### src/rtl/prefix_subtractor_pipe.sv
// Pipelined parallel-prefix subtractor: diff = A - B - bin, evaluated as
// A + ~B + ~bin through a Kogge-Stone carry tree. Stage 0 registers the
// per-bit terms, stages 1..STAGES-1 each register one prefix level, and the
// last level is folded into the output register. Every rank shifts together
// under a single global advance, which gives a valid/ready handshake with
// backpressure.
module prefix_subtractor_pipe #(
    parameter int WIDTH = 32
) (
    input  logic             clock,
    input  logic             reset_n,
    input  logic             in_valid,
    output logic             in_ready,
    input  logic [WIDTH-1:0] A,
    input  logic [WIDTH-1:0] B,
    input  logic             bin,
    output logic             out_valid,
    input  logic             out_ready,
    output logic [WIDTH-1:0] diff,
    output logic             bout,
    output logic             zero,
    output logic             ovf
);

    localparam int STAGES = $clog2(WIDTH);

    // One Kogge-Stone level at span d: generate half of the (g,a) combine.
    function automatic logic [WIDTH-1:0] level_g(input logic [WIDTH-1:0] g,
                                                 input logic [WIDTH-1:0] a,
                                                 input int d);
        level_g = g;
        for (int i = 0; i < WIDTH; i++) begin
            if (i >= d) level_g[i] = g[i] | (a[i] & g[i-d]);
        end
    endfunction

    // Matching "alive" half of the combine.
    function automatic logic [WIDTH-1:0] level_a(input logic [WIDTH-1:0] a,
                                                 input int d);
        level_a = a;
        for (int i = 0; i < WIDTH; i++) begin
            if (i >= d) level_a[i] = a[i] & a[i-d];
        end
    endfunction

    // Per-stage datapath registers (index k = prefix level k).
    logic [WIDTH-1:0] g_q    [STAGES];
    logic [WIDTH-1:0] a_q    [STAGES];
    logic [WIDTH-1:0] p_q    [STAGES];
    logic             cin_q  [STAGES];
    logic             amsb_q [STAGES];
    logic             bmsb_q [STAGES];
    logic [STAGES-1:0] vld_q;

    logic [WIDTH-1:0] g_d [STAGES];
    logic [WIDTH-1:0] a_d [STAGES];
    logic [WIDTH-1:0] g_last;
    logic [WIDTH-1:0] carry;
    logic [WIDTH-1:0] diff_d;
    logic             advance;

    // The whole pipe moves only when the output slot is empty or being drained.
    assign advance  = out_ready | ~out_valid;
    assign in_ready = advance;

    // Next (g,a) for every stage: level 0 from the operands, level k from stage k-1.
    always_comb begin
        // NOTE: every always_comb output gets a full default before any
        // conditional update, so no path can leave a latch behind.
        for (int k = 0; k < STAGES; k++) begin
            g_d[k] = '0;
            a_d[k] = '0;
        end
        g_d[0] = A & ~B;
        a_d[0] = A | ~B;
        // Fold the carry-in (~bin) into bit 0 so the tree yields carries that
        // already include it: G[i] is then the carry out of bit i.
        g_d[0][0] = (A[0] & ~B[0]) | ((A[0] | ~B[0]) & ~bin);
        for (int k = 1; k < STAGES; k++) begin
            g_d[k] = level_g(g_q[k-1], a_q[k-1], 1 << (k - 1));
            a_d[k] = level_a(a_q[k-1], 1 << (k - 1));
        end
    end

    // Final prefix level and sum bits, computed ahead of the output register.
    always_comb begin
        g_last = level_g(g_q[STAGES-1], a_q[STAGES-1], WIDTH / 2);
        carry  = {g_last[WIDTH-2:0], cin_q[STAGES-1]};
        diff_d = p_q[STAGES-1] ^ carry;
    end

    // Datapath shift register: moves on advance, holds otherwise.
    always_ff @(posedge clock) begin
        // NOTE: intermediate data is qualified by vld_q, so it carries no reset;
        // only control bits and visible outputs are cleared.
        if (advance) begin
            g_q[0]    <= g_d[0];
            a_q[0]    <= a_d[0];
            p_q[0]    <= A ^ ~B;
            cin_q[0]  <= ~bin;
            amsb_q[0] <= A[WIDTH-1];
            bmsb_q[0] <= B[WIDTH-1];
            for (int k = 1; k < STAGES; k++) begin
                g_q[k]    <= g_d[k];
                a_q[k]    <= a_d[k];
                p_q[k]    <= p_q[k-1];
                cin_q[k]  <= cin_q[k-1];
                amsb_q[k] <= amsb_q[k-1];
                bmsb_q[k] <= bmsb_q[k-1];
            end
        end
    end

    // Valid bits and output register with synchronous reset; bubbles shift too.
    always_ff @(posedge clock) begin
        // NOTE: state registers use non-blocking assignments so every stage
        // samples the pre-edge value of its neighbour.
        if (!reset_n) begin
            vld_q     <= '0;
            out_valid <= 1'b0;
            diff      <= '0;
            bout      <= 1'b0;
            zero      <= 1'b0;
            ovf       <= 1'b0;
        end else if (advance) begin
            vld_q     <= {vld_q[STAGES-2:0], in_valid};
            out_valid <= vld_q[STAGES-1];
            diff      <= diff_d;
            bout      <= ~g_last[WIDTH-1];
            zero      <= (diff_d == '0);
            ovf       <= (amsb_q[STAGES-1] != bmsb_q[STAGES-1]) &&
                         (diff_d[WIDTH-1] != amsb_q[STAGES-1]);
        end
    end

endmodule

### config.mk
export PLATFORM = sky130hd
export DESIGN_NAME = prefix_subtractor_pipe
export DESIGN_NICKNAME = d
export VERILOG_FILES = /design/src/rtl/prefix_subtractor_pipe.sv
export SDC_FILE = /design/constraint.sdc
export NUM_CORES = 1
export LEC_CHECK = 0
export CAP_MARGIN = 25
export CORE_MARGIN = 8
export CORE_UTILIZATION = 55
export CTS_BUF_LIST = sky130_fd_sc_hd__clkbuf_4
export CTS_CLUSTER_SIZE = 28
export DETAILED_ROUTE_END_ITERATION = 16
export PLACE_DENSITY = 0.86
export SLEW_MARGIN = 10
export SYNTH_ARGS = -nofsm -noshare
export SYNTH_HDL_FRONTEND = slang
export SYNTH_SLANG_ARGS = --single-unit
### constraint.sdc
create_clock -name clock -period 18.1 [get_ports clock]
set_clock_uncertainty 0.2 [all_clocks]
set_input_delay 3.62 -clock clock [delete_from_list [all_inputs] [get_ports clock]]
set_output_delay 3.62 -clock clock [all_outputs]
set_load 0.1 [all_outputs]
==> reports/qor.txt <==
Max Root-Sink Buffers: 3
ranking of synthesized cells by area: edfxtp_1 (75%), a21o_1 (4.6%), dfxtp_1 (4.4%)
vias in the first global route: 9600
post-synthesis instance area: 0.0185 mm²
Setup crit start kind: input port
largest net degree at the start of global routing: 203
Post-synth EDFFs: 464
most numerous cell in the Yosys netlist: edfxtp_1
synth unique cells: 25
vias per cell: 5.09
Post-CTS Resized: 0
Reg clk slew, reported paths: 0.07 ns
hold depth: 0
fin worst setup slack: 8.26 ns
ys async rst share: 0
DRT antenna net count: 0
latest clock arrival within the worst-skew pair: 0.78 ns
via count: 9239
Worst-Margin Slew: 1.15 ns
top cell type's share of synthesized area: 0.754
unrepaired setup endpoints after global routing: no
hold_sp: bmsb_q[3]
Root Driver: clkbuf_4
PnR Total Power: 2.58 mW
Yosys top cell by area: edfxtp_1
Die H: 199 µm
WP depth: 5
clk sink count: 505
Tot GR Track Use: 0.162
H-tree depth: 3
Layout area overhead: 17.3%
Die ar.: 0.0397 mm²
I/O pin cnt: 106
Cell Count Post-Placement: 1600
CTS tree: yes
maximum operating frequency: 102 MHz
Slew Limit Fails: 0
routed len/inst: 17.8 µm
first-pass detailed-route iteration total: 5
worst-path cell chain: clkdlybuf4s50_1 -> nor2b_2 -> buf_8 -> inv_8 -> clkdlybuf4s50_1
Worst path most repeated cell: clkdlybuf4s50_1
CP max stage cell: clkdlybuf4s50_1
Fin. Hold Viols: 0
sequential share of the synthesized area: 0.798
share of cells above drive strength 1: 0.147
register bit total from synthesis: 505
Post-Syn Area per Cell: 17.5 µm²
max-cap viol count: 0
Leak: 9.10 nW
worst reg2reg path depth: 5
DPL Wire Length: 21400 µm
Final Core Density: 0.652
Placer Congestion: 0.800
Rel. slew slack: 0.237
Synth Net Count: 1188
Top Family by Delay on Critical Path: buffers and inverters
Synth Instances: 1055
Starting Density: 0.555
initial drt markers: 667
Synth top cells by count: edfxtp_1 (464), a21o_1 (113), and2_1 (98)
Max FO, Critical Path: 86
CTS buffer count: 117
worst flop-to-flop path startpoint: out_valid
Crit. End Element: output pin
CP Buf/Inv Count: 4
Port Buffers: 105
Core Area: 0.0333 mm²
pwr dens: 119 mW/mm²
Horiz. Die Dim: 199 µm
total grt overflow: 0
fin crit period: 9.84 ns
main flop type after synthesis: edfxtp_1
FP Rows: 67
final WL: 32300 µm
Setup WS pre-CTS: 7.86 ns
CTS Hold Bufs: 0
CP Launch Point: out_ready
Synth warnings: 0
Hold Path Class: flop to flop
crit path DAT: 6.02 ns
Post-CTS Setup Inserts: 0
# setup viols final: 0
WS Path Type: input port to output pin
initial antenna violation count: 1
global-route wire length before repair: 49500 µm
DRC viols: 0
nets: 1407
status: finished, final reports clean
Final period util: 0.543
CP Data Required Time: 14.28 ns
final setup TNS: 0 ns
worst vdd ir: 0.0638 mV
Worst path max stage delay: 1.24 ns
post-route insts no fill: 1816
==> cell usage in the layout, fill, tap and decap left out, drive strengths merged <==
cell type      synthesis  routed
nand2                 58      58
buf                    5       8
and2                  98      98
nor4                   5       5
a21boi                20      20
o211a                 18      18
xnor2                 32      32
a21oi                 16      16
o21a                   1       1
clkinv                 0      27
ha                    64      64
nor2b                  2       2
clkbuf                 8     183
nand3                  4       4
nand4                  4       4
clkdlybuf4s50          0     105
inv                   97      99
or3b                   1       1
dfxtp                 41      41
nand3b                 1       1
edfxtp               464     464
o21bai                 1       1
a211oi                 1       1
a21o                 113     113
o21ai                  1       1
diode                  0       1
==> sequential cells by signal (all words and copies together), names as in the netlist <==
name and cells:
g_q 160, p_q 160, a_q 129, diff 32
amsb_q 5, bmsb_q 5, cin_q 5, vld_q 5
bout 1, out_valid 1, ovf 1, zero 1
==> power breakdown <==
group | total, mW | switching, mW | internal, mW
registers | 1.47 | 0.0671 | 1.40
clock network | 0.878 | 0.419 | 0.459
logic | 0.234 | 0.148 | 0.0861
==> per-stage QoR <==
stage	instance area, µm²	hold WS (ns)
floorplan	18500	0.200
global placement	20100	0.202
detailed placement	20100	0.205
CTS	21600	0.176
global route	21700	0.194
finish	21700	0.173
==> layout make-up <==
type,instances,area [µm²]
tap,448,561
multi-input combinational,440,3310
sequential,505,14800
antenna,1,2.50
clock inverter,29,128
inverter,97,372
fill,2127,11600
timing repair buffer,113,1180
clock buffer,183,1370
==> worst paths after layout <==
| kind | end | slack, ns |
|---|---|---|
| hold reg to reg | bmsb_q[4] | 0.17 |
| hold / removal | bmsb_q[4] | 0.17 |
| setup reg to reg | p_q[0][132] | 14.76 |
| setup / recovery | in_ready | 8.26 |
==> worst register-to-register path, delay by kind of cell (launching register included) <==
kind / cells / cell delay, ns
buf+inv: 4 / 2.23
flops: 1 / 0.31
simple gates: 1 / 0.19
==> metal layers <==
layer | track usage | wire [µm] | vias to the layer above
li1 | - | - | 4364
met1 | 0.196 | 13100 | 4449
met2 | 0.274 | 16100 | 377
met3 | 0.0421 | 2490 | 49
met4 | 0.0697 | 650 | 0
met5 | 0 | 0 | -
==> kinds of logic after synthesis <==
family | share of synthesized area
XOR/XNOR | 0.0152
AND/OR/NAND/NOR | 0.0506
AO/OA/AOI/OAI | 0.0698
flip-flops | 0.798
buffers and inverters | 0.0227
adder cells (fa/ha/maj) | 0.0433
Power figures use the tool's default switching activity.
